[src/rtl/multdiv_sequencer_pkg.sv]
// multdiv_sequencer_pkg
//   Shared definitions for the multdiv sequencer and its cycle counter:
//   FSM state encoding, the $rstatus register index and the default
//   timeout budget / exception codes used as parameter defaults.
package multdiv_sequencer_pkg;

  typedef enum logic [1:0] {
    ST_IDLE  = 2'd0,
    ST_ISSUE = 2'd1,
    ST_BUSY  = 2'd2,
    ST_DONE  = 2'd3
  } state_e;

  localparam logic [4:0] RSTATUS_REG = 5'd30;

  // BUSY-state budget; the multdiv unit nominally needs 33 cycles.
  localparam int unsigned MAX_CYCLES_DEF  = 40;
  localparam int unsigned EXC_MULT_DEF    = 4;
  localparam int unsigned EXC_DIV_DEF     = 5;
  localparam int unsigned EXC_TIMEOUT_DEF = 6;

endpackage

[src/rtl/multdiv_sequencer_counter.sv]
// md_cycle_counter
//   6-bit cycle counter used to bound the time spent waiting on multdiv.
//   Ports:
//     clock      - rising-edge clock
//     reset      - asynchronous active-low reset (count returns to 0)
//     clear_i    - synchronous clear, takes priority over enable_i
//     enable_i   - increment by one this cycle
//     terminal_o - count has reached MAX_CYCLES-1
module md_cycle_counter
  import multdiv_sequencer_pkg::*;
#(
  parameter int unsigned MAX_CYCLES = MAX_CYCLES_DEF
) (
  input  logic clock,
  input  logic reset,
  input  logic clear_i,
  input  logic enable_i,
  output logic terminal_o
);

  logic [5:0] count_q, count_d;

  always_comb begin
    count_d = count_q;
    if (clear_i) begin
      count_d = '0;
    end else if (enable_i) begin
      count_d = count_q + 6'd1;
    end
  end

  always_ff @(posedge clock or negedge reset) begin
    if (!reset) begin
      count_q <= '0;
    end else begin
      count_q <= count_d;
    end
  end

  assign terminal_o = (count_q == 6'(MAX_CYCLES - 1));

endmodule

[src/rtl/multdiv_sequencer.sv]
// multdiv_sequencer
//   Runs one MULT/DIV on the shared multdiv unit for the X stage: captures
//   operands and destination, pulses start, stalls the front of the pipe
//   until the result (or a timeout) arrives, then emits a one-cycle
//   writeback record to rd, or an exception code to $rstatus (r30).
//   Ports:
//     clock, reset               - clock and async active-low reset
//     ctrl_MULT, ctrl_DIV        - X-stage decode (level)
//     opA, opB, rd_in            - operands / destination of the X instruction
//     flush                      - kill the X instruction, abort in-flight op
//     md_resultRDY/exception/result - multdiv completion handshake
//     md_start_mult/div, md_A/B  - multdiv start pulses and held operands
//     stall                      - freeze PC, F/D and D/X
//     wb_valid, wb_rd, wb_data   - single-cycle writeback record
//     busy                       - sequencer not idle
module multdiv_sequencer
  import multdiv_sequencer_pkg::*;
#(
  parameter int unsigned MAX_CYCLES  = MAX_CYCLES_DEF,
  parameter int unsigned EXC_MULT    = EXC_MULT_DEF,
  parameter int unsigned EXC_DIV     = EXC_DIV_DEF,
  parameter int unsigned EXC_TIMEOUT = EXC_TIMEOUT_DEF
) (
  input  logic        clock,
  input  logic        reset,
  input  logic        ctrl_MULT,
  input  logic        ctrl_DIV,
  input  logic [31:0] opA,
  input  logic [31:0] opB,
  input  logic [4:0]  rd_in,
  input  logic        flush,
  input  logic        md_resultRDY,
  input  logic        md_exception,
  input  logic [31:0] md_result,
  output logic        md_start_mult,
  output logic        md_start_div,
  output logic [31:0] md_A,
  output logic [31:0] md_B,
  output logic        stall,
  output logic        wb_valid,
  output logic [4:0]  wb_rd,
  output logic [31:0] wb_data,
  output logic        busy
);

  state_e      state_q, state_d;
  logic        op_q, op_d;            // 1 = multiply, 0 = divide
  logic [31:0] mdA_q, mdA_d;
  logic [31:0] mdB_q, mdB_d;
  logic [4:0]  rdL_q, rdL_d;
  logic [31:0] result_q, result_d;
  logic        exc_q, exc_d;
  logic        timeout_q, timeout_d;

  logic req;
  logic cntClear, cntEnable, cntTerminal;

  // Reset is folded into req so that stall is also 0 while reset is held,
  // even if a MULT/DIV is sitting in X at that moment.
  assign req = (ctrl_MULT | ctrl_DIV) & ~flush & reset;

  md_cycle_counter #(
    .MAX_CYCLES (MAX_CYCLES)
  ) u_counter (
    .clock      (clock),
    .reset      (reset),
    .clear_i    (cntClear),
    .enable_i   (cntEnable),
    .terminal_o (cntTerminal)
  );

  // Next-state, capture and stall. Flush in ISSUE/BUSY drops stall in the
  // same cycle and returns to IDLE, discarding any completion that follows.
  always_comb begin
    state_d   = state_q;
    op_d      = op_q;
    mdA_d     = mdA_q;
    mdB_d     = mdB_q;
    rdL_d     = rdL_q;
    result_d  = result_q;
    exc_d     = exc_q;
    timeout_d = timeout_q;
    stall     = 1'b0;
    cntClear  = 1'b0;
    cntEnable = 1'b0;

    case (state_q)
      ST_IDLE: begin
        stall = req;
        if (req) begin
          mdA_d   = opA;
          mdB_d   = opB;
          rdL_d   = rd_in;
          op_d    = ctrl_MULT;
          state_d = ST_ISSUE;
        end
      end
      ST_ISSUE: begin
        cntClear = 1'b1;
        if (flush) begin
          state_d = ST_IDLE;
        end else begin
          stall   = 1'b1;
          state_d = ST_BUSY;
        end
      end
      ST_BUSY: begin
        if (flush) begin
          state_d = ST_IDLE;
        end else begin
          stall     = 1'b1;
          cntEnable = 1'b1;
          // A completion on the last budgeted cycle still wins over timeout.
          if (md_resultRDY) begin
            result_d  = md_result;
            exc_d     = md_exception;
            timeout_d = 1'b0;
            state_d   = ST_DONE;
          end else if (cntTerminal) begin
            exc_d     = 1'b0;
            timeout_d = 1'b1;
            state_d   = ST_DONE;
          end
        end
      end
      ST_DONE: begin
        state_d = ST_IDLE;
      end
      default: begin
        state_d = ST_IDLE;
      end
    endcase
  end

  always_ff @(posedge clock or negedge reset) begin
    if (!reset) begin
      state_q   <= ST_IDLE;
      op_q      <= 1'b0;
      mdA_q     <= '0;
      mdB_q     <= '0;
      rdL_q     <= '0;
      result_q  <= '0;
      exc_q     <= 1'b0;
      timeout_q <= 1'b0;
    end else begin
      state_q   <= state_d;
      op_q      <= op_d;
      mdA_q     <= mdA_d;
      mdB_q     <= mdB_d;
      rdL_q     <= rdL_d;
      result_q  <= result_d;
      exc_q     <= exc_d;
      timeout_q <= timeout_d;
    end
  end

  assign md_start_mult = (state_q == ST_ISSUE) &  op_q;
  assign md_start_div  = (state_q == ST_ISSUE) & ~op_q;
  assign md_A          = mdA_q;
  assign md_B          = mdB_q;
  assign busy          = (state_q != ST_IDLE);
  assign wb_valid      = (state_q == ST_DONE) & ~flush;

  // Writeback record: timeout beats the captured exception flag (they are
  // mutually exclusive anyway); fields are zero outside a valid record.
  always_comb begin
    wb_rd   = '0;
    wb_data = '0;
    if (wb_valid) begin
      if (timeout_q) begin
        wb_rd   = RSTATUS_REG;
        wb_data = 32'(EXC_TIMEOUT);
      end else if (exc_q) begin
        wb_rd   = RSTATUS_REG;
        wb_data = op_q ? 32'(EXC_MULT) : 32'(EXC_DIV);
      end else begin
        wb_rd   = rdL_q;
        wb_data = result_q;
      end
    end
  end

endmodule

[config.mk]
export PLATFORM = sky130hd
export DESIGN_NAME = multdiv_sequencer
export DESIGN_NICKNAME = d
export VERILOG_FILES = /design/src/rtl/multdiv_sequencer_pkg.sv /design/src/rtl/multdiv_sequencer_counter.sv /design/src/rtl/multdiv_sequencer.sv
export SDC_FILE = /design/constraint.sdc
export NUM_CORES = 1
export LEC_CHECK = 0
export ABC_AREA = 1
export CORE_ASPECT_RATIO = 0.9
export CORE_MARGIN = 1.5
export CORE_UTILIZATION = 40
export CTS_CLUSTER_SIZE = 8
export DETAILED_ROUTE_END_ITERATION = 8
export PLACE_DENSITY = 0.77
export SYNTH_ARGS = -nofsm -noshare
export SYNTH_HDL_FRONTEND = slang
export SYNTH_SLANG_ARGS = --single-unit
[constraint.sdc]
create_clock -name clock -period 1.5 [get_ports clock]
set_input_delay 0.15 -clock clock [delete_from_list [all_inputs] [get_ports clock]]
set_output_delay 0.15 -clock clock [all_outputs]
set_load 0.01 [all_outputs]
## Yosys cells after proc, flatten, opt, wreduce, memory -nomap -nowiden

Cells that the tools add are included.
Widths: inputs -> output; s select.

| cells by class | value |
|---|---|
| muxes and demuxes | 23 |
| $add $sub $neg | 1 |
| bitwise operators | 8 |
| reduce and logical (&&, ||, !) cells | 9 |
| eq/ne operators | 6 |

Operators with widths:

| operator | count |
|---|---|
| $mux 32 | 3 |
| $mux 5 | 3 |
| $mux 6 | 2 |
| $mux 2 | 5 |
| $mux 1 | 8 |
| $pmux 2 s4 | 1 |
| $add 6x1->6 const B | 1 |
| $eq 6x6->1 const B | 1 |
| $reduce_and 3->1 | 2 |
| $reduce_bool 2->1 | 3 |
| $and 1x1->1 | 5 |
| $eq 2x2->1 const B | 2 |
| $ne 4x4->1 const B | 1 |
| $reduce_and 2->1 | 2 |
| $eq 2x1->1 const B | 1 |
| $logic_not 2->1 | 1 |
| $ne 2x2->1 const B | 1 |
| $not 1->1 | 2 |
| $pmux 1 s2 | 1 |
| $reduce_or 2->1 | 1 |
| $or 1x1->1 | 1 |

| word-level totals | value |
|---|---|
| flip-flop bits (word level) | 112 |
| output and inout port bits | 106 |
| input port bits | 108 |

## Logic depth before layout (Yosys ltp)

Gate-level depths: netlist of the first run.

| depth | value |
|---|---|
| depth in word-level cells | 5 |
| mapped depth | 8 |
| mapped depth without buffers | 8 |

## Modules after synthesis

Synthesis of the first run repeated with hierarchy kept, for this count alone.

| unflattened totals | value |
|---|---|
| cells, all modules | 606 |
| area total of the unflattened synthesis | 5091.1 µm² |

Modules (own cells, without submodules):

| module | times used | cells each | area each (µm²) |
|---|---|---|---|
| multdiv_sequencer | 1 | 563 | 4747.1 |
| md_cycle_counter | 1 | 43 | 344.1 |

## Least setup slack after synthesis of the first run

No wires, ideal clock.

| timing path | value |
|---|---|
| kind | reg-to-output |
| from | register state_q[0] |
| to | output stall |
| cell stages (with the launch flop) | 6 |
| data arrival time | 1277 ps |
| path slack | 73 ps |
| cells stage by stage | dfrtp_1 > inv_1 > ha_1 > o211ai_4 > clkbuf_2 > a21oi_1 |

| between the ends | value |
|---|---|
| word-level cells in the longest chain between the ends | 3 |
| elaborated cells between the ends (all ways) | 5 |
| those cells by class | eq/ne: 2; mux: 1; reduce/logical: 2 |

RTL lines:

| item | line | text |
|---|---|---|
| from (decl) | multdiv_sequencer.sv:46 | `state_e state_q, state_d;` |
| from (signal assigned) | multdiv_sequencer.sv:146 | `state_q <= state_d;` |
| $eq 2x1->1 / $eq 2x2->1 (equally long branches) | multdiv_sequencer.sv:87 | `case (state_q)` |
| $reduce_or 2->1 (no line) | -- |  |
| $pmux 1 s2 (*) | multdiv_sequencer.sv:87 |  |
| to (decl) | multdiv_sequencer.sv:39 | `output logic stall,` |

Every way passes the cells marked *; elsewhere a longest branch is shown, timed or not.

## Final worst setup path of the first run

| timing path | value |
|---|---|
| from | register state_q[0] |
| to | output wb_data[19] |

| between the ends | value |
|---|---|
| word-level cells in the longest chain between the ends | 3 |

RTL lines:

| item | line | text |
|---|---|---|
| $eq 2x2->1 | multdiv_sequencer.sv:162 | `assign wb_valid = (state_q == ST_DONE) & ~flush;` |
| $and 1x1->1 | multdiv_sequencer.sv:162 |  |
| $mux 32 | multdiv_sequencer.sv:169 | `if (wb_valid) begin` |
| to (decl) | multdiv_sequencer.sv:42 | `output logic [31:0] wb_data,` |

No other way between the ends.

==> results of run 1 <==
sequential cells by signal, summed over array words and instances (netlist names):
name	cells
rdL_q	5
u_counter.count_q	6
op_q	1
md_A	32
exc_q	1
state_q	2
timeout_q	1
md_B	32
result_q	32
routing by layer:
layer	vias to the layer above	track usage [%]	share of wire, %
li1	2309	-	-
met1	2297	26.7	42
met2	148	37.8	50
met3	32	6.59	5.3
met4	0	7.56	2.4
met5	-	0	0
layout make-up:
type	count	area, um^2	area share, %
well taps	160	200	2.42
repair buffers	258	2620	31.6
clock buffers	10	229	2.76
flip-flops and latches	112	2800	33.8
multi-input cells	375	1960	23.6
repair inverters	1	8.76	0.106
clock inverters	6	108	1.30
inverters	90	365	4.41
worst max-delay path by stage:
stage	from	endpoint	slack [ns]	cells after the start
4_1_cts	state_q[0]	wb_data[30]	-0.23	8
3_3_place_gp	flush	wb_data[0]	-0.35	6
6_report	state_q[0]	wb_data[19]	-0.21	7
5_1_grt	state_q[0]	wb_data[4]	-0.27	7
3_5_place_dp	flush	wb_data[18]	-0.35	8
2_1_floorplan	state_q[0]	stall	0.07	5
cell families (layout without fill, tap and decap cells):
logic type / after synthesis / after routing / share of synthesized area [%]
compound gates: 81 / 81 / 9.86
fa+ha+maj: 6 / 6 / 1.48
buf+inv: 117 / 365 / 11.1
flops: 112 / 112 / 55.2
simple gates: 288 / 288 / 22.3
cell usage after synthesis:
cell type / instances / share of area, %
ha_1: 6 / 1.5
dfrtp_1: 112 / 55
inv_2: 1 / 0.074
clkbuf_2: 1 / 0.099
nand2_2: 1 / 0.12
nand3_1: 6 / 0.59
nor2_4: 1 / 0.22
buf_2: 1 / 0.099
nand2_4: 1 / 0.22
buf_4: 6 / 0.89
nand4_1: 2 / 0.25
inv_1: 87 / 6.4
o21ai_1: 32 / 3.2
a21oi_1: 6 / 0.59
inv_4: 1 / 0.12
nor2_1: 53 / 3.9
clkinv_1: 1 / 0.074
clkbuf_1: 6 / 0.44
nor2_8: 1 / 0.39
buf_6: 13 / 2.9
o21ai_2: 21 / 3.6
o21ai_0: 21 / 2.1
o211ai_4: 1 / 0.42
nor3_1: 3 / 0.30
nand2_1: 220 / 16
power groups by stage:
stage / Combinational, uW / Clock (uW) / Sequential, uW
floorplan: 2100 / 0 / 5470
global placement: 5400 / 0 / 5080
detailed placement: 5560 / 0 / 5140
CTS: 5980 / 2760 / 5110
global route: 7100 / 2880 / 5360
finish: 6550 / 2680 / 5210
what timing repair did:
item | in CTS | in global routing
setup buffers | 7 | 1
pin swaps | 11 | 18
gates resized for setup | 212 | 71
endpoints found under the hold margin | 112 | 0
endpoints found under the setup margin | 145 | 143
cloned | 6 | 7
hold buffers | 1 | 0
metrics by stage:
step           util, %  TNS, ns
3_5_place_dp      60.8   -25.19
5_1_grt           67.8   -14.01
3_3_place_gp      60.8   -23.29
2_1_floorplan        -        0
6_report          67.8    -7.20
4_1_cts           64.9    -7.83
tightest hold or removal path, delay by kind of cell:
kind / cells / cell delay [ns]
and+or+nand+nor: 2 / 0.10
buffers and inverters: 1 / 0.39
==> summary by stage, run 1 <==
Placed design
Detailed placement finished with a half-perimeter wire length of a little over 9000 um. Including well taps, the total number of placed cells is 975. At the end of routability-driven placement, the weighted congestion stood at 0.792.

OpenSTA, run right after detailed placement, puts the worst setup slack at -0.355 ns. The count of port buffers added during placement is 213. The placed standard-cell area is 0.00743 mm^2.

Synth
The synthesized flop and latch total is 112. The synthesized area per cell is 8.40 um^2. The count of synthesis-stage warnings from yosys is 0. The number of nets in the synthesized netlist is 718.

After synthesis the cells add up to 0.00507 mm^2. Counting distinct cell types in the post-synthesis netlist gives 25. Synthesis produced just over 600 cells.

The sequential share of the synthesized area is 55.2%.

Worst setup path
For this run, the slowest stage of the critical path takes 0.38 ns. The start-to-end type of the worst setup path is reg2out. The kind of cell with the highest combined delay on the critical path is flip-flops. The endpoint class of the critical path is an output port.

Of all nets on the critical path, the largest fanout is 8. Traced cell by cell, the critical path runs through ha_2 > nand2_4 > inv_8 > buf_16 > nand2_2 > nor2_2 > buf_2. For the worst flop-to-flop path, the logic depth is 10. Across all register-to-register paths, the minimum setup slack is -0.06 ns. The data required time at the worst endpoint is roughly 1.4 ns.

The worst setup path is launched from a flop. The destination of the worst register-to-register timing path is result_q[16]. The worst register-to-register path begins at state_q[0]. Among all stages on the critical path, the largest delay is contributed by dfrtp_1. Data on the critical path arrives at its endpoint at 1.56 ns. The number of buffers and inverters on the critical path is 3.

Run status
The final reports fail on setup timing. The run finished, with violations left.

Routing
In this run, the number of DRC markers left after iteration 0 of detailed routing was 277. After detailed routing, the total wire length is ~15000 um. Dividing the detail-routed wire length by the instance count gives 15.3 um.

For this run, design rule violations remaining after detail routing come to 0. The vias after detailed routing is ~4800. After detailed routing, the number of vias per cell comes to 4.73. The antenna violation net count after detailed routing is 0. The first detailed-routing pass ran for 4 iterations.

Floorplanning
The floorplan has 38 rows. The vertical die dimension is 110 um. The width of the chip is 122 um. For this configuration, the core starts out at a cell density of 41.5%. During I/O placement, the number of pins put on the boundary was 214.

The area of the core is 0.0122 mm^2. The floorplan die area is 0.0134 mm^2.

Timing
Setup repair after global routing could not meet its margin everywhere. Derived from the worst setup path, the maximum achievable clock frequency is 586 MHz. The transition at the pin with the smallest max-transition slack is a little over 0.6 ns. The minimum setup slack in the final design is -0.205 ns. In the finished design, the share of the clock period the worst path needs comes to 114%. The worst clock skew on the final layout is 0.00675 ns. The final hold slack is ~0.34 ns. The number of failing setup endpoints in the final timing report is between 70 and 80.

The max-slew violation total from the final report is 0. The final hold violation count is 0. The worst slew margin relative to its limit is 59.7%.

Subtracting the final worst setup slack from the clock period gives about 1.7 ns.

Cells and area
Of the cells placed in the final design, the portion with a size suffix greater than 1 is 23.2%. The net total in the final layout is 961. After filler insertion, the fill cell instance count of the layout stands at just over 900. The relative area change from synthesis to final layout is 63.4%. The most common library cell in the layout ignoring fill and taps is nand2_1.

The count of placed standard cells in the final layout, fillers left out is 1012. In the layout the commonest cells are 191 x nand2_1, 170 x clkdlybuf4s50_1, 112 x dfrtp_1. The finished cells cover 0.00829 mm^2.

The number of antenna diodes in the final layout is 0.

GRT
Global routing consumed, over all layers together, 22.1% of the routing resources. The initial antenna violation count is 0. Global routing finished with a remaining overflow of 0.

The via count of the first global-routing pass is 4754. The maximum number of pins on one net before global-route repair is 113. The wire length of the first global-routing pass is 23100 um.

Power
The overall power after layout is 14400 uW. The maximum vdd ir drop is roughly 1.1 mV. The power per cell area is 1740 mW/mm^2. The sequential cell fraction of total power is 36.1%.

The switching share of total power is between 30% and 40%. In this run the power spent charging and discharging nets is 4950 uW. The clock power share is 18.6%. The internal portion of the total power is 9490 uW. The combinational share of power is 45.3%. The leakage power is approximately 0.0042 uW.

CTS
The clock tree synthesis step divided the H-tree into 3 levels. The maximum count of clock buffers along a single path is 2. The number of clock buffers inserted by TritonCTS is 9. Clock tree synthesis selected as its root buffer the cell clkbuf_16.

For this design, the sink count on the clock tree is roughly 110. The CTS tree is done. Clock-pin slew was measured on the worst setup and hold paths at 0.07 ns.

The clock latency at the later pin of the worst-skew pair is between 0.3 and 0.4 ns.

Worst hold path
The launch instance of the worst min-delay path is md_result[12]. For hold timing, the worst endpoint is result_q[12]. The worst hold path was traced through 3 stages. In this run the worst hold path is classified as in2reg.

Job
The tool flagged a number of max-cap violations equal to 0.
No activity file was read; power rests on OpenSTA's default activity.
==> run 2, diff against run 1 <==
Settings changed: TNS_END_PERCENT set to 1.
==> run 2 against run 1 <==
The flow still finishes with violations (setup timing). Combinational power fell by 14%. Global-route usage down 1.8 points. Critical path depth unchanged. Critical endpoint is now wb_data[18]. Utilization down 4.1 points. Clock-buffer cell count is the same. Highest routed layer unchanged. Critical path type unchanged.
==> summary by stage, run 2 (synthesis results as in run 1) <==
Timing
The worst pin sits at a relative slew slack of 60.4%. Setup repair after global routing could not meet its margin everywhere. The worst path uses 116% of the clock period. The minimum setup slack in the final design is -0.244 ns.

Hold timing on the final database bottoms out at a slack of ~0.34 ns. For the finished layout, the period the worst path requires is 1.74 ns. The number of failing setup endpoints in the final timing report is 95. The clock arrives with 0.00579 ns of skew.

The final hold violation count is 0. The max-slew violation total from the final report came to 0. Derived from the worst setup path, the maximum achievable clock frequency is 573 MHz.

The transition at the pin with the smallest max-transition slack is a little under 0.6 ns.

Floorplanning
The number of placement rows is 38. The initial core utilization is 41.5%. The die is 110 um tall. The floorplan die area is 0.0134 mm^2. The width of the chip is 122 um. The area of the core is 0.0122 mm^2.

During I/O placement, the number of pins put on the boundary was between 200 and 250.

CTS
Clock latency on the worst-skew pair, taken at its later pin, is 0.35 ns. The number of levels the H-tree was split into is 3. The clock sink count is 112.

The number of clock buffers inserted by TritonCTS is 9. The clock-pin slew of the registers on the worst-case setup and hold paths is 0.07 ns. The buffer cell driving the clock tree root is clkbuf_16. TritonCTS built the clock tree. The clock passes through at most 2 buffers.

Cells and area
The finished cells cover 0.00779 mm^2. In the layout the commonest cells are 213 x nand2_1, 170 x clkdlybuf4s50_1, 112 x dfrtp_1. Fill cells in the final layout number 1014. The relative area change from synthesis to final layout is 53.5%. Of the cells placed in the final design, the portion with a size suffix greater than 1 is 16.3%.

0 antenna diodes ended up in the layout. The combined area of the multi-input logic cells is 0.00180 mm^2. At the end of the flow, the number of nets in the layout was 944. In the final layout, flip-flops and latches occupy 0.00280 mm^2.

The most common library cell in the layout ignoring fill and taps is nand2_1.

Worst setup path
The startpoint kind of the worst setup timing path is a flop. The worst register-to-register path has a depth of 6. The endpoint class of the critical path is an output port. The start-to-end type of the worst setup path is reg2out. The endpoint arrival time on the critical path is 1.59 ns.

For the worst setup path, the data required time is ~1.4 ns. In this run the worst path has a maximum fanout of 8.

Routing
The final layout contains routed wiring with a total length of 13100 um. The count of routing violations after the opening detailed-route iteration is 275. The number of detailed-routing iterations run before antenna repair is 5. The routed layout has ~4500 vias. In the final routed layout, each cell accounts on average for roughly 13 um.

The routed via count divided by cell count is 4.50. The antenna violation net count after detailed routing is 0. The DRC violation count after routing is 0.

Power
The leakage power is 0.00398 uW. In this run the power density over the cells is ~1700 mW/mm^2. The total internal power is 8990 uW. The worst-case IR drop observed on VDD is about 1.1 mV. In this run, the combinational gates consume 42.0% of the power. Net switching is approximately a third of the power. Per report_power, the sequential group accounts for between 30% and 40% of the total.

The clock power share is 19.8%. The overall power after layout is 13500 uW. For this design the total switching power over the nets is 4470 uW.

GRT
The first global-routing pass estimated around 21000 um of wire. The initial antenna violation count came to 0. Entering global routing, the biggest net connects 113 pins. Global routing consumed, over all layers together, 20.3% of the routing resources. The via count of the first global-routing pass is roughly 4500. After global routing the overflow that remains totals 0.

Run status
The final reports fail on setup timing. The run finished, with violations left.

Placed design
The placed standard-cell area is 0.00743 mm^2. Detailed placement finished with a half-perimeter wire length of 9300 um. The placer congestion estimate is 0.792.

Timing analysis after detailed placement gives a worst setup slack of -0.355 ns. Buffers placed on the I/O ports in this run total 213.

Worst hold path
Counting instances, the worst hold path has a depth of 3. The worst hold path belongs to the class in2reg.

Job
The tool flagged a number of max-cap violations equal to 0.
run 2: changes by cell type in the layout (fill, tap and decap cells not counted), moves of 3 or more:
| cell | previous run | this run |
|---|---|---|
| nor2_2 | 14 | 6 |
| nand2_1 | 191 | 213 |
| clkbuf_16 | 16 | 10 |
| buf_16 | 6 | 2 |
| o21ai_2 | 26 | 21 |
| inv_4 | 3 | 0 |
| inv_1 | 82 | 85 |
| o21ai_0 | 13 | 21 |
| buf_4 | 22 | 19 |
| nand2_2 | 26 | 6 |
| nor2_1 | 36 | 46 |
run 2: timing repair:
item | in CTS | in global routing
cloned | 2 | 1
gates resized for setup | 183 | 25
pin swaps | 2 | 9
endpoints found under the setup margin | 145 | 148
endpoints found under the hold margin | 112 | 0
hold buffers | 1 | 0
setup buffers | 1 | 0
run 2: cell type report:
cell class | count | area share (%)
repair buffers | 242 | 29.5
multi-input cells | 375 | 23.1
well taps | 160 | 2.57
clock buffers | 10 | 2.94
clock inverters | 6 | 1.38
flip-flops and latches | 112 | 36.0
inverters | 90 | 4.50
run 2: path summary, 6_finish.rpt:
| check | from | endpoint | slack (ns) |
|---|---|---|---|
| worst max-delay path | state_q[0] | wb_data[18] | -0.24 |
| worst min-delay path | md_result[9] | result_q[9] | 0.34 |
| worst max register to register | state_q[0] | md_A[1] | -0.06 |
| worst min register to register | result_q[5] | result_q[5] | 0.47 |
| max in group asynchronous | reset | md_A[19] | 0.56 |
| min in group asynchronous | reset | result_q[3] | 0.50 |
run 2: metrics by stage:
stage,utilization [%],std cells,TNS (ns)
2_1_floorplan,-,604,0
3_3_place_gp,60.8,975,-23.29
3_5_place_dp,60.8,975,-25.19
4_1_cts,63.1,995,-8.23
5_1_grt,63.7,995,-18.43
6_report,63.7,995,-7.81
run 2: power groups by stage:
stage	Clock, uW	Sequential [uW]	Combinational, uW
4_1_cts	2760	5110	5630
3_3_place_gp	0	5080	5400
6_report	2670	5130	5660
3_5_place_dp	0	5140	5560
2_1_floorplan	0	5470	2100
5_1_grt	2880	5300	6240
run 2: routing by layer:
layer | wire (um) | track usage, % | vias up
met3 | 737 | 6.48 | 23
li1 | - | - | 2263
met2 | 6520 | 34.8 | 126
met4 | 316 | 6.81 | 0
met1 | 5510 | 24.4 | 2066
met5 | 0 | 0 | -
run 2: worst max-delay path, cell delays in order, from the launching register on:
cell	delay, ns
dfrtp_1	0.40
ha_2	0.21
nand2_4	0.07
inv_8	0.09
buf_16	0.14
nand2_2	0.05
nor2_2	0.12
buf_2	0.16
